File: config.mk
export PLATFORM = sky130hd
export DESIGN_NAME = uart_reg_bridge_flat
export DESIGN_NICKNAME = d
export VERILOG_FILES = /design/src/rtl/uart_bridge_pkg.sv /design/src/rtl/uart_reg_bridge_if.sv /design/src/rtl/bridge_regfile.sv /design/src/rtl/uart_reg_bridge.sv /design/src/flat_wrapper.sv
export SDC_FILE = /design/constraint.sdc
export NUM_CORES = 1
export LEC_CHECK = 0
export ABC_CLOCK_PERIOD_IN_PS = 5000
export CORE_ASPECT_RATIO = 1.5
export CORE_UTILIZATION = 30
export CTS_CLUSTER_SIZE = 10
export DETAILED_ROUTE_END_ITERATION = 16
export DONT_BUFFER_PORTS = 1
export PLACE_DENSITY = 0.48
export SKIP_CTS_REPAIR_TIMING = 1
export SYNTH_ARGS = -nofsm -noshare
export SYNTH_HDL_FRONTEND = slang
export SYNTH_HIERARCHICAL = 1
export SYNTH_SLANG_ARGS = --single-unit
export TNS_END_PERCENT = 5
File: constraint.sdc
create_clock -name clk -period 5 [get_ports clk]
set_clock_uncertainty 0.2 [all_clocks]
set_input_delay 0.25 -clock clk [delete_from_list [all_inputs] [get_ports clk]]
set_output_delay 0.25 -clock clk [all_outputs]
set_load 0.05 [all_outputs]
File: src/rtl/uart_bridge_pkg.sv
// Shared types and byte constants for the UART register bridge.
package uart_bridge_pkg;

  typedef enum logic [1:0] {
    ST_IDLE     = 2'd0,
    ST_GET_ADDR = 2'd1,
    ST_GET_DATA = 2'd2,
    ST_SEND     = 2'd3
  } state_t;

  localparam logic [7:0] CMD_WR  = 8'h57;
  localparam logic [7:0] CMD_RD  = 8'h52;
  localparam logic [7:0] RSP_OK  = 8'h4B;
  localparam logic [7:0] RSP_ERR = 8'h3F;

  // Address byte selects an implemented register.
  function automatic logic addr_in_range(input logic [7:0] addr, input int unsigned num_regs);
    return 32'(addr) < num_regs;
  endfunction

endpackage

File: src/rtl/uart_reg_bridge_if.sv
// FIFO-side handshake bundle between the bridge and the UART RX/TX FIFOs.
interface uart_reg_bridge_if;
  logic [7:0] r_data;
  logic       rx_empty;
  logic       rd_uart;
  logic [7:0] w_data;
  logic       wr_uart;
  logic       tx_full;

  modport master (input r_data, rx_empty, tx_full, output rd_uart, w_data, wr_uart);
  modport slave  (output r_data, rx_empty, tx_full, input rd_uart, w_data, wr_uart);
endinterface

File: src/rtl/bridge_regfile.sv
// NUM_REGS x 8 register bank: one synchronous write port, one combinational read port.
module bridge_regfile #(
  parameter int unsigned NUM_REGS = 16
) (
  input  logic                          clk,
  input  logic                          reset,
  input  logic                          we,
  input  logic [$clog2(NUM_REGS)-1:0]   waddr,
  input  logic [7:0]                    wdata,
  input  logic [$clog2(NUM_REGS)-1:0]   raddr,
  output logic [7:0]                    rdata,
  output logic [8*NUM_REGS-1:0]         regs_out
);

  logic [7:0] mem [NUM_REGS];

  always_ff @(posedge clk or posedge reset) begin
    if (reset) begin
      for (int i = 0; i < NUM_REGS; i++) mem[i] <= 8'h00;
    end else if (we) begin
      mem[waddr] <= wdata;
    end
  end

  assign rdata = mem[raddr];

  for (genvar g = 0; g < NUM_REGS; g++) begin : g_flat
    assign regs_out[8*g +: 8] = mem[g];
  end

endmodule

File: src/rtl/uart_reg_bridge.sv
// Byte command engine: pops W/R commands from the RX FIFO, executes them on the
// register bank and pushes one response byte per command into the TX FIFO.
module uart_reg_bridge
  import uart_bridge_pkg::*;
#(
  parameter int unsigned NUM_REGS       = 16,
  parameter int unsigned TIMEOUT_CYCLES = 1_000_000
) (
  input  logic                  clk,
  input  logic                  reset,
  uart_reg_bridge_if.master     fifo,
  output logic [8*NUM_REGS-1:0] regs_out,
  output logic                  busy
);

  localparam int unsigned AW = $clog2(NUM_REGS);
  localparam int unsigned CW = (TIMEOUT_CYCLES > 0) ? $clog2(TIMEOUT_CYCLES + 1) : 1;

  state_t        state_q, state_d;
  logic          is_wr_q, is_wr_d;
  logic [7:0]    addr_q, addr_d;
  logic [7:0]    rsp_q, rsp_d;
  logic [CW-1:0] cnt_q, cnt_d;
  logic [CW-1:0] cnt_inc;
  logic          timed_out;
  logic          pop, push, we;
  logic [7:0]    rdata;

  bridge_regfile #(.NUM_REGS(NUM_REGS)) u_regfile (
    .clk      (clk),
    .reset    (reset),
    .we       (we),
    .waddr    (addr_q[AW-1:0]),
    .wdata    (fifo.r_data),
    .raddr    (fifo.r_data[AW-1:0]),
    .rdata    (rdata),
    .regs_out (regs_out)
  );

  // Waiting-cycle counter; a zero limit never matches so the wait is unbounded.
  assign cnt_inc   = cnt_q + CW'(1);
  assign timed_out = (TIMEOUT_CYCLES != 0) && (cnt_inc == CW'(TIMEOUT_CYCLES));

  always_ff @(posedge clk or posedge reset) begin
    if (reset) begin
      state_q <= ST_IDLE;
      is_wr_q <= 1'b0;
      addr_q  <= 8'h00;
      rsp_q   <= 8'h00;
      cnt_q   <= '0;
    end else begin
      state_q <= state_d;
      is_wr_q <= is_wr_d;
      addr_q  <= addr_d;
      rsp_q   <= rsp_d;
      cnt_q   <= cnt_d;
    end
  end

  always_comb begin
    state_d = state_q;
    is_wr_d = is_wr_q;
    addr_d  = addr_q;
    rsp_d   = rsp_q;
    cnt_d   = cnt_q;
    pop     = 1'b0;
    push    = 1'b0;
    we      = 1'b0;
    unique case (state_q)
      ST_IDLE: begin
        if (!fifo.rx_empty) begin
          pop   = 1'b1;
          cnt_d = '0;
          if (fifo.r_data == CMD_WR || fifo.r_data == CMD_RD) begin
            is_wr_d = (fifo.r_data == CMD_WR);
            state_d = ST_GET_ADDR;
          end else begin
            rsp_d   = RSP_ERR;
            state_d = ST_SEND;
          end
        end
      end
      ST_GET_ADDR: begin
        if (!fifo.rx_empty) begin
          pop    = 1'b1;
          cnt_d  = '0;
          addr_d = fifo.r_data;
          if (is_wr_q) begin
            state_d = ST_GET_DATA;
          end else begin
            rsp_d   = addr_in_range(fifo.r_data, NUM_REGS) ? rdata : RSP_ERR;
            state_d = ST_SEND;
          end
        end else if (timed_out) begin
          cnt_d   = '0;
          state_d = ST_IDLE;
        end else begin
          cnt_d = cnt_inc;
        end
      end
      ST_GET_DATA: begin
        if (!fifo.rx_empty) begin
          pop     = 1'b1;
          cnt_d   = '0;
          we      = addr_in_range(addr_q, NUM_REGS);
          rsp_d   = we ? RSP_OK : RSP_ERR;
          state_d = ST_SEND;
        end else if (timed_out) begin
          cnt_d   = '0;
          state_d = ST_IDLE;
        end else begin
          cnt_d = cnt_inc;
        end
      end
      ST_SEND: begin
        if (!fifo.tx_full) begin
          push    = 1'b1;
          state_d = ST_IDLE;
        end
      end
      default: state_d = ST_IDLE;
    endcase
  end

  // Strobes are masked while reset is held so the FIFOs never see a pop/push then.
  assign fifo.rd_uart = pop & ~reset;
  assign fifo.wr_uart = push & ~reset;
  assign fifo.w_data  = rsp_q;
  assign busy         = (state_q != ST_IDLE);

endmodule

File: src/flat_wrapper.sv
// flat-port wrapper written by rule: the top's interface ports become plain ports
module uart_reg_bridge_flat import uart_bridge_pkg::*;
#(
  parameter int unsigned NUM_REGS       = 16,
  parameter int unsigned TIMEOUT_CYCLES = 1_000_000
)
  (clk, reset, regs_out, busy, fifo_r_data, fifo_rx_empty, fifo_tx_full, fifo_rd_uart, fifo_w_data, fifo_wr_uart);
  uart_reg_bridge_if fifo_i ();
  input  logic clk;
  input  logic reset;
  output logic [8*NUM_REGS-1:0] regs_out;
  output logic busy;
  input wire logic [$bits(fifo_i.r_data)-1:0] fifo_r_data;
  input wire logic [$bits(fifo_i.rx_empty)-1:0] fifo_rx_empty;
  input wire logic [$bits(fifo_i.tx_full)-1:0] fifo_tx_full;
  output wire logic [$bits(fifo_i.rd_uart)-1:0] fifo_rd_uart;
  output wire logic [$bits(fifo_i.w_data)-1:0] fifo_w_data;
  output wire logic [$bits(fifo_i.wr_uart)-1:0] fifo_wr_uart;
  assign fifo_i.r_data = fifo_r_data;
  assign fifo_i.rx_empty = fifo_rx_empty;
  assign fifo_i.tx_full = fifo_tx_full;
  assign fifo_rd_uart = fifo_i.rd_uart;
  assign fifo_w_data = fifo_i.w_data;
  assign fifo_wr_uart = fifo_i.wr_uart;
  uart_reg_bridge #(.NUM_REGS(NUM_REGS), .TIMEOUT_CYCLES(TIMEOUT_CYCLES)) u_core (.clk(clk), .reset(reset), .fifo(fifo_i), .regs_out(regs_out), .busy(busy));
endmodule
; ---- Word level (Yosys, flattened, before mapping)
; Cells that the tools add are included.
[classes]
add_sub_neg = 1
order_cmp = 5
n_eq_ne = 12
mux = 32
n_bitwise = 6
n_reduce_logical = 13
[ops]
columns = op, n
row1 = bitwise mux 128 bit, 1
row2 = 2-to-1 mux 8 bit, 9
row3 = 2-to-1 mux 20 bit, 3
row4 = one-hot mux 20 bit (2 select lines), 1
row5 = binary-select mux 8 bit (select 4 bit), 1
row6 = demux 8 bit (select 4 bit), 1
row7 = one-hot mux 8 bit (3 select lines), 1
row8 = adder 20 x 1 -> 20 bit (second input constant), 1
row9 = == test 20 bit (second input constant), 1
row10 = == test 8 x 7 -> 1 bit (second input constant), 2
row11 = < comparator 8 x 5 -> 1 bit (second input constant), 2
row12 = 2-to-1 mux 2 bit, 6
row13 = != test 2 bit (second input constant), 6
row14 = greater-or-equal comparator 5 bit (second input constant), 2
row15 = NOT 4 -> 5 bit, 2
row16 = one-hot mux 2 bit (4 select lines), 1
row17 = 2-to-1 mux 1 bit, 7
row18 = 2-to-1 mux 7 bit, 1
row19 = AND reduction 2 bit, 3
row20 = AND reduction 6 bit, 1
row21 = < comparator 5 x 1 -> 1 bit (second input constant), 1
row22 = == test 2 bit (second input constant), 2
row23 = nonzero test 2 bit, 2
row24 = AND reduction 3 bit, 1
row25 = other kinds (9), 11
[word_totals]
reg_bits = 167
inputBits = 12
out_inout_bits = 139
elab_cells = 90

; ---- Longest topological paths before layout
; Gate-level depths: netlist (run 1).
[depth]
word_depth = 8
depth_mapped = 10
ltp_nobuf = 9

; ---- Hierarchy
; Netlist (run 1), hierarchy kept.
[modules_own_cells]
columns = mod, n_inst, cells_each, area_per_inst_um2, seq_area_each_um2
row1 = bridge_regfile, 1, 369, 5953.2, 3203.1
row2 = uart_reg_bridge, 1, 285, 2477.4, 975.9

; ---- Worst setup path after synthesis (run 1)
; Ideal clock, no wire load.
[synth_path]
path_type = flip-flop to flip-flop
startpoint = register u_core.cnt_q[4]
endpoint = register u_core.cnt_q[16]
setup_ps = 126
arrival_ps = 2396
required_time_ps = 4674
setup_slack_ps = 2278
stages_incl_launch_ff = 10
n_path_buf = 2
period_less_slack_ps = 2722
cell_sequence = dfrtp_1 > buf_4 > and3_1 > buf_4 > nand4_4 > or4_4 > a2111o_1 > o21ai_4 > nor3b_1 > a221o_1
[synth_via]
elab_chain_cells = 5
[synth_rtl]
columns = item, line_no
row1 = from (decl), uart_reg_bridge.sv:23  ; logic [CW-1:0] cnt_q, cnt_d;
row2 = from (signal assigned), uart_reg_bridge.sv:56  ; cnt_q <= cnt_d;
row3 = adder 20 x 1 -> 20 bit *, uart_reg_bridge.sv:41  ; assign cnt_inc = cnt_q + CW'(1);
row4 = == test 20 bit, uart_reg_bridge.sv:42  ; assign timed_out = (TIMEOUT_CYCLES != 0) && (cnt_inc == CW'(TIMEOUT_CYCLES));
row5 = 2-to-1 mux 20 bit *, "uart_reg_bridge.sv:94, uart_reg_bridge.sv:108"
row6 = 2-to-1 mux 20 bit *, uart_reg_bridge.sv:84  ; if (!fifo.rx_empty) begin
row7 = one-hot mux 20 bit (2 select lines) *, uart_reg_bridge.sv:69  ; unique case (state_q)
; Mark *: on every way between the ends. The rest lies on a longest branch, timed or not.
; A chain may end at the register's enable or synchronous reset.

; ---- Worst setup path after layout (run 1)
[layout_path]
startpoint = register u_core.cnt_q[4]
endpoint = register u_core.state_q[1]
[layout_via]
elab_chain_cells = 5
word_cells_on_any_way = 6
cone_classes = 1 x add/sub / 1 x eq/ne / 4 x mux
[layout_rtl]
columns = item, line_no
row1 = adder 20 x 1 -> 20 bit *, uart_reg_bridge.sv:41
row2 = == test 20 bit *, uart_reg_bridge.sv:42
row3 = 2-to-1 mux 2 bit *, -
row4 = "2-to-1 mux 2 bit, on equally long branches", -
row5 = one-hot mux 2 bit (4 select lines) *, -
row6 = to (signal assigned), uart_reg_bridge.sv:52  ; state_q <= state_d;
row7 = to (decl), uart_reg_bridge.sv:19  ; state_t state_q, state_d;
; Marks and branches as above.

==> flow_summary.toml, run 1 <==
[run_status]
outcome = "complete, but fails checks"
violations = "DRC, hold timing"

[setup_path]
critPathRequiredTime_ns = 5.12
arrival_ns = 3.68
worstSetupPathType = "reg2reg"
crit_buf_inv = 1
cp_cell_sequence = "and3_1, nand4_4, or4_4, a2111o_1, nor2_1, o211a_1, o22ai_1, dlygate4sd3_1"
cp_max_fo = 10
crit_family = "simple AND/OR/NAND/NOR gates"
max_stage_delay_ns = 0.59
crit_slowest_cell = "dlygate4sd3_1"
start_kind = "flip-flop"
worstSetupEndpointType = "flip-flop"

[drt]
wl_per_cell_um = 26.4
vias = 5595
wl_um = 26400
viasPerCell = 5.60
drc_errors = 2
final_antenna_net_count = 0
drt_pass1_iterations = 11
dr.first_iter.drc_count = 288

[synthesis]
synthCells = 654
ys_seq_area_frac = 0.496
synth-seq-cells = 167
synthFlopType = "dfrtp_1"
synth_area_um2 = 8430
synth_cell_types = 67
synth_edf_count = 0
synth_compound_area_frac = 0.0699
syn-num-nets = 673
ys_top_cells_by_area = "dfrtp_1 50%, mux2_2 16%, mux4_2 8.5%"
syn_avg_cell_area_um2 = 12.9
synthSimpleGateAreaFrac = 0.110
synthMuxAreaShare = 0.279
yosys.area.top_type_share = 0.496
synth_commonest_cells = "167 x dfrtp_1, 121 x mux2_2, 42 x nand2_1, 32 x mux4_2, 25 x nor2_1"
synthAdderAreaFrac = 0.0104
yosys.area.top_type = "dfrtp_1"
ys_warn_count = 6
synth_top_family_by_area = "multiplexers"
async_flop_share = 1.00
synth_most_common_cell = "dfrtp_1"
synth_xor_area_frac = 0.00312

[cts]
clk_pin_slew_ns = 0.07
root_buffer = "clkbuf_16"
clock_sinks = 167
clock_latency_ns = 0.45
cts-buffers-inserted = 17
h-tree-depth = 4
clock_path_buffers = 2
cts_tree = "done"

[grt]
grt_pass1_wl_um = 38500
grt_most_used_layer = "met2"
grtUsageMet2 = 0.327
grt_max_degree = 80
antenna_found_initial = 1
track_usage = 0.181
grt_overflow = 0
use_met3 = 0.0678
grt_use_met1 = 0.192
first_global_vias = 5741

[sta]
fin_crit_ns = 3.56
tns_ns = 0
period_share = 0.711
fin_hold_ws_ns = -0.00908
max_clock_freq_ghz = 0.281
slew_viol_final = 0
hold_viol = 1
tightest_slew_ns = 1.15
timing.slew.headroom = 0.233
setup_viol = 0
rsz0062_at_grt = "no"

[layout]
fillers = 2717
layout-drive-gt1-share = 0.340
fin_area_um2 = 9360
fin_nets = 662
syn_to_final_growth_pct = 11.0

[power]
power_density_nw_per_um2 = 539
vdd_drop_max_mv = 0.368
power.leakage_nw = 4.17

[min_path]
hold_path_class = "in2reg"

[run]
maxCapViolCount = 0

[floorplan]
die-width_um = 139
fp-row-count = 74
core_area_um2 = 27400
dieArea_um2 = 28800
start_util = 0.308
die-height_um = 207
ios = 151

[place]
place_congestion = 0.802
dpl_cell_area_um2 = 8670
dp_hpwl_um = 18000
placement.io_buffers = 0
-- final cells by class --
type,count,area [µm²],share of cell area
diodes,2,5.00,0.000535
clock buffers,21,470,0.0503
clock inverters,11,90.1,0.00963
inverters,12,47.5,0.00508
multi-input cells,430,4000,0.427
flip-flops and latches,167,4180,0.447
well taps,342,428,0.0457
repair buffers,15,143,0.0152
-- cells in the final DEF (no fill, tap or decap), types with 6 or more instances in the layout --
cell,instances
mux4_2,32
a21oi_1,11
ha_1,7
nor2b_1,7
nand2_1,42
a22oi_1,17
mux2_4,16
dfrtp_1,167
nor4_1,10
nand3_1,23
a31oi_1,8
mux2_2,121
clkbuf_16,17
dlygate4sd3_1,12
inv_1,11
o21ai_0,18
o311ai_0,6
nor2_1,25
nand4_1,11
-- stage by stage --
| step | std cells | setup slack [ns] | util | total power (W) |
|---|---|---|---|---|
| 4_1_cts | 986 | 1.85 | 0.337 | 0.00505 |
| 2_1_floorplan | 654 | 1.14 | - | 0.00346 |
| 3_3_place_gp | 954 | 1.88 | 0.316 | 0.00374 |
| 3_5_place_dp | 954 | 1.86 | 0.316 | 0.00378 |
| 6_report | 1000 | 1.44 | 0.341 | 0.00505 |
| 5_1_grt | 1000 | 1.33 | 0.341 | 0.00526 |
-- logic make-up after synthesis --
kind of cell               Yosys count
AOI/OAI and AO/OA                   85
xor gates and xnor gates             3
adders and majority gates            7
buffers and inverters               57
DFF                                167
muxes                              172
and+or+nand+nor                    163
-- worst register-to-register path: cells and delay by family, from the launching register on --
kind / cells / cell delay, ns
flops: 1 / 0.50
compound gates: 3 / 0.78
buf+inv: 1 / 0.59
simple gates: 4 / 1.38
-- sequential cells by signal (all words and copies together), names as in the netlist --
register	flops
u_core/state_q	2
u_core/cnt_q	20
u_core/fifo.w_data	8
u_core/addr_q	8
u_core/u_regfile/regs_out	128
u_core/is_wr_q	1
-- path summary, 6_finish.rpt --
path	startpoint	end	slack (ns)	cells past startpoint
worst min-delay path	fifo_rx_empty	u_core/cnt_q[18]	-0.009	4
max in group asynchronous	reset	u_core/u_regfile/regs_out[22]	2.91	3
worst max register to register	u_core/cnt_q[4]	u_core/state_q[1]	1.44	8
worst max-delay path	u_core/cnt_q[4]	u_core/state_q[1]	1.44	8
worst min register to register	u_core/addr_q[4]	u_core/addr_q[4]	0.32	1
min in group asynchronous	reset	u_core/fifo.w_data[7]	0.09	2
-- routing by layer --
metal	share of wire	vias to the layer above
met5	0	-
met4	0.024	0
met3	0.078	26
met2	0.54	207
met1	0.36	2927
li1	-	2435
-- report_power, final --
group | switching [W] | internal, W | leakage (nW) | total, W
Sequential | 0.00115 | 0.00162 | 2.25 | 0.00277
Combinational | 0.000526 | 0.000488 | 1.65 | 0.00101
Clock | 0.000583 | 0.000682 | 0.271 | 0.00127
Total | 0.00226 | 0.00279 | 4.17 | 0.00505
Note: power is estimated with default switching activity, not from simulation.
==> run 2: changes to the inputs <==
- ABC_AREA: unset -> 1
- ABC_CLOCK_PERIOD_IN_PS: 5000 -> 3100
- PLACE_DENSITY: 0.48 -> 0.49
- clock period: 5 -> 3.1 ns (I/O delays scaled with it)
==> flow_summary.toml, run 2 <==
[min_path]
hold_path_class = "in2reg"

[sta]
rsz0062_at_grt = "no"
fin_hold_ws_ns = -0.0286
hold_viol = 3
period_share = 0.853
setup_viol = 0
timing.slew.headroom = 0.396
tns_ns = 0
fin_crit_ns = 2.65
slew_viol_final = 0
max_clock_freq_ghz = 0.378
tightest_slew_ns = 0.901

[cts]
clock_sinks = 167
clk_pin_slew_ns = 0.07
cts-buffers-inserted = 17
clock_latency_ns = 0.46
cts_tree = "done"
h-tree-depth = 4
root_buffer = "clkbuf_16"
clock_path_buffers = 2

[synthesis]
synthCells = 1171
synth_cell_types = 38
synth_area_um2 = 8770
syn_avg_cell_area_um2 = 7.49
async_flop_share = 1.00
yosys.area.top_type_share = 0.477
synth_most_common_cell = "nand2_1"
synthFlopType = "dfrtp_1"
ys_seq_area_frac = 0.477
yosys.area.top_type = "dfrtp_1"
synth-seq-cells = 167
syn-num-nets = 1190
synth_edf_count = 0
ys_top_cells_by_area = "dfrtp_1 48%, nand2_1 15%, o21ai_0 8.8%"
ys_warn_count = 6
synth_commonest_cells = "361 x nand2_1, 176 x inv_1, 167 x dfrtp_1, 155 x o21ai_0, 130 x nand3_1"

[power]
power.share.clock = 0.253
power.internal_w = 0.00447
vdd_drop_max_mv = 0.462
p_comb_frac = 0.205
power.leakage_nw = 4.47
p_sw_w = 0.00422
p_seq_frac = 0.542
power_density_nw_per_um2 = 884
switching_share = 0.486

[grt]
use_met3 = 0.0726
grt_most_used_layer = "met2"
grtUsageMet2 = 0.366
grt_overflow = 0
antenna_found_initial = 0
grt_pass1_wl_um = 45700
track_usage = 0.210
first_global_vias = 7415
grt_use_met1 = 0.229
grt_max_degree = 101

[floorplan]
start_util = 0.305
fp-row-count = 76
die-width_um = 142
ios = 151
dieArea_um2 = 29900
core_area_um2 = 28700
die-height_um = 211

[layout]
layout-drive-gt1-share = 0.0742
largest_reg_flops = 128
layout_commonest_cell = "nand2_1"
seq_area_um2 = 4180
fillers = 3168
syn_to_final_growth_pct = 12.1
final_cell_mix = "361 x nand2_1, 175 x inv_1, 167 x dfrtp_1, 155 x o21ai_0, 130 x nand3_1"
fin_cells = 1564
multiInputGateArea_um2 = 3640
fin_nets = 1179

[place]
placement.io_buffers = 0
dp_cells = 1519
place_congestion = 0.874
dp_hpwl_um = 22100

[setup_path]
cp_max_fo = 78
start_kind = "input port"
worstSetupPathType = "in2reg"
worstSetupEndpointType = "flip-flop"
critPathRequiredTime_ns = 3.24
ff2ff_setup_slack_ns = 0.69
arrival_ns = 2.78

[drt]
vias = 7690
dr.first_iter.drc_count = 494
viasPerCell = 4.92
drt_pass1_iterations = 5
wl_um = 31700
drc_errors = 0
final_antenna_net_count = 0
wl_per_cell_um = 20.2

[run]
maxCapViolCount = 0

[run_status]
violations = "hold timing"
outcome = "complete, but fails checks"
[run 2: per-layer routing]
metal | share of wire | wire [µm]
met4 | 0.037 | 1160
met5 | 0 | 0
met1 | 0.38 | 12100
met2 | 0.51 | 16100
met3 | 0.072 | 2270
[run 2: final cells by class]
type / count / area share
Sequential cell: 167 / 0.425
Multi-Input combinational cell: 769 / 0.370
Inverter: 180 / 0.0692
Tap cell: 390 / 0.0497
Clock buffer: 19 / 0.0461
Timing Repair Buffer: 25 / 0.0247
Clock inverter: 13 / 0.0146
Antenna cell: 1 / 0.000255
[run 2: kinds of logic after synthesis]
family | Yosys count | synth area share
and+or+nand+nor | 571 | 0.287
buffers and inverters | 235 | 0.110
AOI/OAI and AO/OA | 186 | 0.111
DFF | 167 | 0.477
adders and majority gates | 7 | 0.00999
muxes | 3 | 0.00385
xor gates and xnor gates | 2 | 0.00200
[run 2: final timing paths]
kind | to | cells after the start | from
max | u_core/is_wr_q | 8 | fifo_r_data[0]
min | u_core/fifo.w_data[7] | 5 | fifo_rx_empty
max reg2reg | u_core/u_regfile/regs_out[95] | 8 | u_core/addr_q[4]
min reg2reg | u_core/addr_q[4] | 2 | u_core/addr_q[4]
max in group asynchronous | u_core/cnt_q[2] | 3 | reset
min in group asynchronous | u_core/u_regfile/regs_out[59] | 3 | reset
[run 2: power by group through the flow]
stage	Sequential [W]	Combinational (W)	Clock [W]
after global routing	0.00478	0.00202	0.00232
after detailed placement	0.00477	0.00174	0
after CTS	0.00472	0.00175	0.00225
after floorplan	0.00453	0.00132	0
final	0.00470	0.00178	0.00220
after global placement	0.00476	0.00172	0
[run 2: critical path, cell delays in order]
cell           delay (ns)
dlygate4sd3_1        0.87
inv_1                0.17
nand2_1              0.07
a2111oi_0            0.43
nand2_1              0.20
o21ai_0              0.19
o31ai_1              0.09
dlygate4sd3_1        0.57
[run 2: through the flow]
| stage | utilization | instance area, µm² | worst slack (ns) | power (W) |
|---|---|---|---|---|
| 3_5_place_dp | 0.317 | 9100 | 0.765 | 0.00651 |
| 2_1_floorplan | - | 8770 | 0.762 | 0.00585 |
| 6_report | 0.342 | 9820 | 0.455 | 0.00868 |
| 3_3_place_gp | 0.317 | 9100 | 0.787 | 0.00648 |
| 4_1_cts | 0.338 | 9700 | 0.735 | 0.00872 |
| 5_1_grt | 0.342 | 9820 | 0.287 | 0.00912 |
